`src/rtl/sopc_data_bus_if.sv`:
```
// Request/response channel of the SoPC data bus: master-side request and
// response signals plus the shared slave-side strobe, write and ack lines.
interface sopc_data_bus_if #(
    parameter int unsigned DATA_W     = 32,
    parameter int unsigned ADDR_W     = 32,
    parameter int unsigned NUM_SLAVES = 4
);
    logic                         m_ce_i;
    logic                         m_we_i;
    logic [ADDR_W-1:0]            m_addr_i;
    logic [DATA_W/8-1:0]          m_sel_i;
    logic [DATA_W-1:0]            m_data_i;
    logic [DATA_W-1:0]            m_data_o;
    logic                         m_stall_o;
    logic                         m_err_o;

    logic [NUM_SLAVES-1:0]        s_ce_o;
    logic                         s_we_o;
    logic [ADDR_W-1:0]            s_addr_o;
    logic [DATA_W/8-1:0]          s_sel_o;
    logic [DATA_W-1:0]            s_data_o;
    logic [NUM_SLAVES*DATA_W-1:0] s_data_i;
    logic [NUM_SLAVES-1:0]        s_ack_i;

    // Environment view: issues master requests and models the slaves.
    modport master (
        output m_ce_i, m_we_i, m_addr_i, m_sel_i, m_data_i,
        input  m_data_o, m_stall_o, m_err_o,
        input  s_ce_o, s_we_o, s_addr_o, s_sel_o, s_data_o,
        output s_data_i, s_ack_i
    );

    // Bus controller view.
    modport slave (
        input  m_ce_i, m_we_i, m_addr_i, m_sel_i, m_data_i,
        output m_data_o, m_stall_o, m_err_o,
        output s_ce_o, s_we_o, s_addr_o, s_sel_o, s_data_o,
        input  s_data_i, s_ack_i
    );
endinterface

```
`src/rtl/sopc_data_bus.sv`:
```
// Single-master SoPC data bus: decodes a 3-bit slave index from the address,
// strobes one slave until it acks or times out, then gives a one-cycle response.
module sopc_data_bus #(
    parameter int unsigned DATA_W     = 32,
    parameter int unsigned ADDR_W     = 32,
    parameter int unsigned NUM_SLAVES = 4,
    parameter int unsigned SEL_LSB    = 28,
    parameter int unsigned TIMEOUT    = 16
) (
    input logic            clk,
    input logic            rst,
    sopc_data_bus_if.slave bus
);
    localparam int unsigned SelW = DATA_W / 8;

    typedef enum logic [1:0] {StIdle, StReq, StResp} state_e;

    state_e              state_q, state_d;
    logic                we_q, we_d;
    logic [ADDR_W-1:0]   addr_q, addr_d;
    logic [SelW-1:0]     sel_q, sel_d;
    logic [DATA_W-1:0]   wdata_q, wdata_d;
    logic [DATA_W-1:0]   rdata_q, rdata_d;
    logic [2:0]          idx_q, idx_d;
    logic                err_q, err_d;
    logic [7:0]          cnt_q, cnt_d;

    logic [2:0]          req_idx;
    logic                ack_sel;
    logic [DATA_W-1:0]   slv_rdata;

    assign req_idx = bus.m_addr_i[SEL_LSB+2:SEL_LSB];

    // Only the addressed slave's ack and data are visible to the FSM.
    always_comb begin
        ack_sel   = 1'b0;
        slv_rdata = '0;
        for (int k = 0; k < int'(NUM_SLAVES); k++) begin
            if (idx_q == 3'(k)) begin
                ack_sel   = bus.s_ack_i[k];
                slv_rdata = bus.s_data_i[k*DATA_W +: DATA_W];
            end
        end
    end

    always_comb begin
        state_d = state_q;
        we_d    = we_q;
        addr_d  = addr_q;
        sel_d   = sel_q;
        wdata_d = wdata_q;
        rdata_d = rdata_q;
        idx_d   = idx_q;
        err_d   = err_q;
        cnt_d   = cnt_q;
        unique case (state_q)
            StIdle: begin
                if (bus.m_ce_i) begin
                    we_d    = bus.m_we_i;
                    addr_d  = bus.m_addr_i;
                    sel_d   = bus.m_sel_i;
                    wdata_d = bus.m_data_i;
                    idx_d   = req_idx;
                    cnt_d   = '0;
                    rdata_d = '0;
                    if (32'(req_idx) < NUM_SLAVES) begin
                        state_d = StReq;
                        err_d   = 1'b0;
                    end else begin
                        state_d = StResp;
                        err_d   = 1'b1;
                    end
                end
            end
            StReq: begin
                if (ack_sel) begin
                    state_d = StResp;
                    err_d   = 1'b0;
                    rdata_d = we_q ? '0 : slv_rdata;
                end else if (cnt_q + 8'd1 == 8'(TIMEOUT)) begin
                    state_d = StResp;
                    err_d   = 1'b1;
                    rdata_d = '0;
                end else begin
                    cnt_d = cnt_q + 8'd1;
                end
            end
            StResp: begin
                state_d = StIdle;
                err_d   = 1'b0;
                rdata_d = '0;
                cnt_d   = '0;
            end
            default: state_d = StIdle;
        endcase
    end

    always_ff @(posedge clk or negedge rst) begin
        if (!rst) begin
            state_q <= StIdle;
            we_q    <= 1'b0;
            addr_q  <= '0;
            sel_q   <= '0;
            wdata_q <= '0;
            rdata_q <= '0;
            idx_q   <= '0;
            err_q   <= 1'b0;
            cnt_q   <= '0;
        end else begin
            state_q <= state_d;
            we_q    <= we_d;
            addr_q  <= addr_d;
            sel_q   <= sel_d;
            wdata_q <= wdata_d;
            rdata_q <= rdata_d;
            idx_q   <= idx_d;
            err_q   <= err_d;
            cnt_q   <= cnt_d;
        end
    end

    always_comb begin
        bus.s_ce_o = '0;
        for (int k = 0; k < int'(NUM_SLAVES); k++) begin
            bus.s_ce_o[k] = (state_q == StReq) && (idx_q == 3'(k));
        end
    end

    assign bus.s_we_o    = we_q;
    assign bus.s_addr_o  = addr_q;
    assign bus.s_sel_o   = sel_q;
    assign bus.s_data_o  = wdata_q;
    assign bus.m_stall_o = bus.m_ce_i && (state_q != StResp);
    assign bus.m_data_o  = (state_q == StResp) ? rdata_q : '0;
    assign bus.m_err_o   = (state_q == StResp) && err_q;
endmodule

```
`src/flat_wrapper.sv`:
```
// flat-port wrapper written by rule: the top's interface ports become plain ports
module sopc_data_bus_flat 
#(
    parameter int unsigned DATA_W     = 32,
    parameter int unsigned ADDR_W     = 32,
    parameter int unsigned NUM_SLAVES = 4,
    parameter int unsigned SEL_LSB    = 28,
    parameter int unsigned TIMEOUT    = 16
)
  (clk, rst, bus_m_ce_i, bus_m_we_i, bus_m_addr_i, bus_m_sel_i, bus_m_data_i, bus_m_data_o, bus_m_stall_o, bus_m_err_o, bus_s_ce_o, bus_s_we_o, bus_s_addr_o, bus_s_sel_o, bus_s_data_o, bus_s_data_i, bus_s_ack_i);
  sopc_data_bus_if #(.DATA_W(DATA_W), .ADDR_W(ADDR_W), .NUM_SLAVES(NUM_SLAVES)) bus_i ();
  input logic clk;
  input logic rst;
  input wire logic [$bits(bus_i.m_ce_i)-1:0] bus_m_ce_i;
  input wire logic [$bits(bus_i.m_we_i)-1:0] bus_m_we_i;
  input wire logic [$bits(bus_i.m_addr_i)-1:0] bus_m_addr_i;
  input wire logic [$bits(bus_i.m_sel_i)-1:0] bus_m_sel_i;
  input wire logic [$bits(bus_i.m_data_i)-1:0] bus_m_data_i;
  output wire logic [$bits(bus_i.m_data_o)-1:0] bus_m_data_o;
  output wire logic [$bits(bus_i.m_stall_o)-1:0] bus_m_stall_o;
  output wire logic [$bits(bus_i.m_err_o)-1:0] bus_m_err_o;
  output wire logic [$bits(bus_i.s_ce_o)-1:0] bus_s_ce_o;
  output wire logic [$bits(bus_i.s_we_o)-1:0] bus_s_we_o;
  output wire logic [$bits(bus_i.s_addr_o)-1:0] bus_s_addr_o;
  output wire logic [$bits(bus_i.s_sel_o)-1:0] bus_s_sel_o;
  output wire logic [$bits(bus_i.s_data_o)-1:0] bus_s_data_o;
  input wire logic [$bits(bus_i.s_data_i)-1:0] bus_s_data_i;
  input wire logic [$bits(bus_i.s_ack_i)-1:0] bus_s_ack_i;
  assign bus_i.m_ce_i = bus_m_ce_i;
  assign bus_i.m_we_i = bus_m_we_i;
  assign bus_i.m_addr_i = bus_m_addr_i;
  assign bus_i.m_sel_i = bus_m_sel_i;
  assign bus_i.m_data_i = bus_m_data_i;
  assign bus_m_data_o = bus_i.m_data_o;
  assign bus_m_stall_o = bus_i.m_stall_o;
  assign bus_m_err_o = bus_i.m_err_o;
  assign bus_s_ce_o = bus_i.s_ce_o;
  assign bus_s_we_o = bus_i.s_we_o;
  assign bus_s_addr_o = bus_i.s_addr_o;
  assign bus_s_sel_o = bus_i.s_sel_o;
  assign bus_s_data_o = bus_i.s_data_o;
  assign bus_i.s_data_i = bus_s_data_i;
  assign bus_i.s_ack_i = bus_s_ack_i;
  sopc_data_bus #(.DATA_W(DATA_W), .ADDR_W(ADDR_W), .NUM_SLAVES(NUM_SLAVES), .SEL_LSB(SEL_LSB), .TIMEOUT(TIMEOUT)) u_core (.clk(clk), .rst(rst), .bus(bus_i));
endmodule
```
`config.mk`:
```
export PLATFORM = sky130hd
export DESIGN_NAME = sopc_data_bus_flat
export DESIGN_NICKNAME = d
export VERILOG_FILES = /design/src/rtl/sopc_data_bus_if.sv /design/src/rtl/sopc_data_bus.sv /design/src/flat_wrapper.sv
export SDC_FILE = /design/constraint.sdc
export NUM_CORES = 1
export LEC_CHECK = 0
export CORE_MARGIN = 5
export CORE_UTILIZATION = 41
export CTS_BUF_LIST = sky130_fd_sc_hd__clkbuf_2 sky130_fd_sc_hd__clkbuf_4 sky130_fd_sc_hd__clkbuf_8
export CTS_CLUSTER_DIAMETER = 40
export DETAILED_ROUTE_END_ITERATION = 7
export PLACE_DENSITY = 0.83
export SLEW_MARGIN = 15
export SYNTH_ARGS = -nofsm -noshare
export SYNTH_HDL_FRONTEND = slang
export SYNTH_SLANG_ARGS = --single-unit
```
`constraint.sdc`:
```
create_clock -name clk -period 2.8 [get_ports clk]
set_input_delay 0.42 -clock clk [delete_from_list [all_inputs] [get_ports clk]]
set_output_delay 0.42 -clock clk [all_outputs]
set_load 0.01 [all_outputs]
```
After elaboration in Yosys (flattened, before gate mapping). Cells that the tools add are included.

Add/subtract/negate cells: 1. Order comparisons: 1. Equality and inequality tests: 11. Mux-type cells: 28. Reductions and logical operators: 13.

Operators with widths (count): $mux W32 (9); $pmux W32 S3 (1); $mux W8 (3); $pmux W8 S3 (1); $add A8 B1 Y8 const B (1); $eq A8 B5 Y1 const B (1); $mux W1 (8); $mux W2 (4); $ne A2 B2 Y1 const B (4); $eq A3 B2 Y1 const B (2); $logic_and A1 B1 Y1 (6); $pmux W2 S2 (1); $reduce_and A2 Y1 (2); $reduce_and A4 Y1 (1); $eq A3 B1 Y1 const B (1); $logic_not A3 Y1 (1); $lt A3 B3 Y1 const B (1); $ne A3 B1 Y1 const B (1); $pmux W1 S3 (1); $reduce_and A3 Y1 (1); $reduce_bool A3 Y1 (1); $eq A2 B1 Y1 const B (1); $eq A2 B2 Y1 const B (1); $logic_not A2 Y1 (1).

Bits in registers: 115. Input port bits: 204. Output and inout port bits: 107. Word-level logic and storage cells: 63.

Longest topological paths before layout.
Depth in word-level cells: 8. Mapped depth: 9. Gate-level depth less buffers: 7.

Worst setup path after synthesis. Ideal clock, no wire load.

Path kind: register to register. Start: register u_core.cnt_q[0]. End: register u_core.rdata_q[0]. Library setup time: 0.125 ns. Arrival time: 2.070 ns. Data required time: 2.675 ns. Path slack: 0.605 ns. Stages on the path, launching flop included: 9. Path buffers: 2. Period minus slack after synthesis: 2.195 ns. Cells stage by stage: dfrtp_1 ha_1 and3_1 o22ai_1 o41a_1 a21o_1 buf_6 buf_6 mux2_4.

Cells in the longest elaborated chain, start to end: 4.

RTL lines: from (decl) (line sopc_data_bus.sv:26) `logic [7:0] cnt_q, cnt_d;`; from (signal assigned) (line sopc_data_bus.sv:118) `cnt_q <= cnt_d;`; $add A8 B1 Y8 (line sopc_data_bus.sv:80) `end else if (cnt_q + 8'd1 == 8'(TIMEOUT)) begin`; $eq A8 B5 Y1 (line sopc_data_bus.sv:80); $ne A3 B1 Y1 (no line); $reduce_and A3 Y1 (no line); to (signal assigned) (line sopc_data_bus.sv:115) `rdata_q <= rdata_d;`; to (decl) (line sopc_data_bus.sv:23) `logic [DATA_W-1:0] rdata_q, rdata_d;`.

No other way between the ends. A chain may end at the register's enable or synchronous reset.

Worst setup path in the final report.
Start: register u_core.state_q[0]. End: output port bus_m_data_o[2].

Cells in the longest elaborated chain, start to end: 2.

RTL lines: from (decl) (line sopc_data_bus.sv:18) `state_e state_q, state_d;`; from (signal assigned) (line sopc_data_bus.sv:100) `state_q <= StIdle;`; from (signal assigned) (line sopc_data_bus.sv:110) `state_q <= state_d;`; $eq A2 B2 Y1 (line sopc_data_bus.sv:134) `assign bus.m_data_o = (state_q == StResp) ? rdata_q : '0;`; $mux W32 (line sopc_data_bus.sv:134); to (decl) (line flat_wrapper.sv:19) `output wire logic [$bits(bus_i.m_data_o)-1:0] bus_m_data_o;`.

No other way between the ends.

==> results.tsv <==
metric	value	unit
outcome	complete, no violations	
syn_area	5900	um^2
dr.pass1.iters	4	
grt_pass1_vias	5123	
syn_inst	428	
finalHoldViolations	0	
cts_buffers	9	
syn-num-nets	638	
post-cts-setup-buffer-count	0	
r2r-start	u_core.cnt_q[0]	
synth_flop_cell	dfrtp_1	
cp-end-kind	output port	
dieArea	16900	um^2
placed_area	9210	um^2
tightest_slew	0.620	ns
critical_path_class	reg2out	
rsz0062_at_grt	no	
nets	937	
peakVddDrop	0.432	mV
via_per_inst	5.06	
track_usage	20.1	%
timing.rr.end	u_core.rdata_q[23]	
ant_nets	0	
final.period_utilization	89.1	%
cts_resized	0	
ff2ff_setup_slack	0.42	ns
overflow	0	
grt_pass1_wl	26.6	mm
clock_sinks	112	
cp_max_fo	34	
cts_hold_buf	0	
core_area	14000	um^2
port-buffer-count	310	
synth.distinct_cells	41	
start_util	42.2	%
power	7720	uW
cp.required	2.38	ns
worstRegToRegCells	7	
critPathArrivalTime	2.07	ns
min_period	2.49	ns
synth_common_cells	dfrtp_1, mux2_2, nor2b_1, and2_1, mux4_2	
gp_congestion	0.805	
max_clock_freq	401	MHz
p_leak	0.00386	uW
drcViolationCount	0	
power_density	820	nW/um^2
synthToLayoutAreaGrowth	59.4	%
slew_viol_final	0	
fin_area	9410	um^2
startpoint	u_core.state_q[0]	
grt_max_degree	64	
diodes	0	
synth-async-reset-ratio	100	%
htreeDepth	3	
synth.top_cell.area_share	47.5	%
ios	311	
synth_most_common_cell	dfrtp_1	
slew_headroom	58.7	%
ys_top_cells_by_area	dfrtp_1, mux2_2, mux4_2	
vias	4612	
wl_per_cell	19.0	um
dieWidth	130	um
root_buffer	clkbuf_8	
drive_gt1_share	23.2	%
yosysWarnings	0	
final_cells	912	
setup_violations	0	
cts.reportedPaths.clkPinSlew	0.10	ns
drtIter0Drc	186	
finalClockSkew	0.0143	ns
drv_cap	0	
startpoint_type	flop	
hold_path.class	in2async	
antenna_found_initial	0	
synth_edf_count	0	
wl	17.3	mm
cts_max_path_buffers	2	
postSynthAreaPerCell	13.8	um^2
dp_hpwl	13.9	mm
ys_seq_elements	112	
die_h	130	um
clock_latency	0.37	ns
rows	43	
dp.cells	896	
setup_tns	0	ns
tritoncts	yes	
seq_area_frac_synth	47.5	%
synth_top_area_cell	dfrtp_1	
fin_hold_ws	0.0627	ns
## worst max path at each step
stage / end / slack (ns) / cells past startpoint
3_5_place_dp: u_core.rdata_q[25] / 0.27 / 7
6_report: bus_m_data_o[2] / 0.31 / 5
2_1_floorplan: u_core.rdata_q[0] / 0.60 / 8
5_1_grt: bus_s_ce_o[1] / 0.17 / 6
3_3_place_gp: u_core.rdata_q[25] / 0.37 / 7
4_1_cts: bus_m_data_o[2] / 0.26 / 5
## cells by family (layout without fill, tap and decap cells)
kind of cell,Yosys count,count (layout),synth area share [%]
DFF,112,112,47.5
xor gates and xnor gates,1,1,0.148
adders and majority gates,6,6,1.27
muxes,138,138,34.3
AOI/OAI and AO/OA,26,26,3.16
and+or+nand+nor,110,110,10.9
buffers and inverters,35,339,2.80
## where the power goes
| part | internal [uW] | switching, uW | leakage, uW |
|---|---|---|---|
| registers | 2190 | 349 | 0.00140 |
| clock network | 462 | 539 | 0.000100 |
| logic | 2530 | 1660 | 0.00235 |
| total | 5180 | 2540 | 0.00386 |
## critical path, stage by stage, from the launching register on
cell and delay (ns):
dfrtp_1 0.41, inv_1 0.11, ha_1 0.15, buf_4 0.26, and2_1 0.21, clkdlybuf4s50_1 0.55
## flip-flops by register name, summed over array words and instances, names as in the netlist
name	count
u_core.bus.s_data_o	32
u_core.state_q	2
u_core.err_q	1
u_core.bus.s_sel_o	4
u_core.bus.s_we_o	1
u_core.rdata_q	32
u_core.cnt_q	8
u_core.bus.s_addr_o	32
## stage by stage
| step | util, % | worst slack, ns |
|---|---|---|
| after global placement | 65.8 | 0.372 |
| after floorplan | - | 0.605 |
| final | 67.3 | 0.307 |
| after global routing | 67.3 | 0.171 |
| after CTS | 67.3 | 0.258 |
| after detailed placement | 65.8 | 0.270 |
## layout make-up
| class | count | area, um^2 |
|---|---|---|
| clock buffers | 12 | 153 |
| multi-input cells | 281 | 2940 |
| well taps | 180 | 225 |
| fillers | 1031 | 4570 |
| repair buffers | 320 | 3230 |
| clock inverters | 4 | 53.8 |
| inverters | 3 | 11.3 |
| flip-flops and latches | 112 | 2810 |
## cells in the final DEF (no fill, tap or decap), types with 3 or more instances in the layout
| master | n |
|---|---|
| clkdlybuf4s50_1 | 309 |
| dfrtp_1 | 110 |
| mux2_2 | 74 |
| nor2b_1 | 35 |
| and2_1 | 33 |
| mux4_2 | 32 |
| mux2_4 | 30 |
| clkbuf_8 | 10 |
| nand2_1 | 9 |
| nor2_1 | 9 |
| buf_4 | 7 |
| ha_1 | 6 |
| nand3_1 | 5 |
| a21oi_1 | 5 |
| o21ai_0 | 4 |
| buf_12 | 4 |
| inv_1 | 3 |
| nor3_1 | 3 |
| and3_1 | 3 |
## per-layer routing
layer / GRT usage (%) / vias to the layer above / part of all wire, % / wire length (um)
li1: - / 2134 / - / -
met1: 23.7 / 2270 / 38 / 6560
met2: 36.5 / 183 / 52 / 9070
met3: 4.42 / 25 / 7.7 / 1330
met4: 6.11 / 0 / 1.9 / 331
met5: 0 / - / 0 / 0
(Power assumes the default switching activity.)
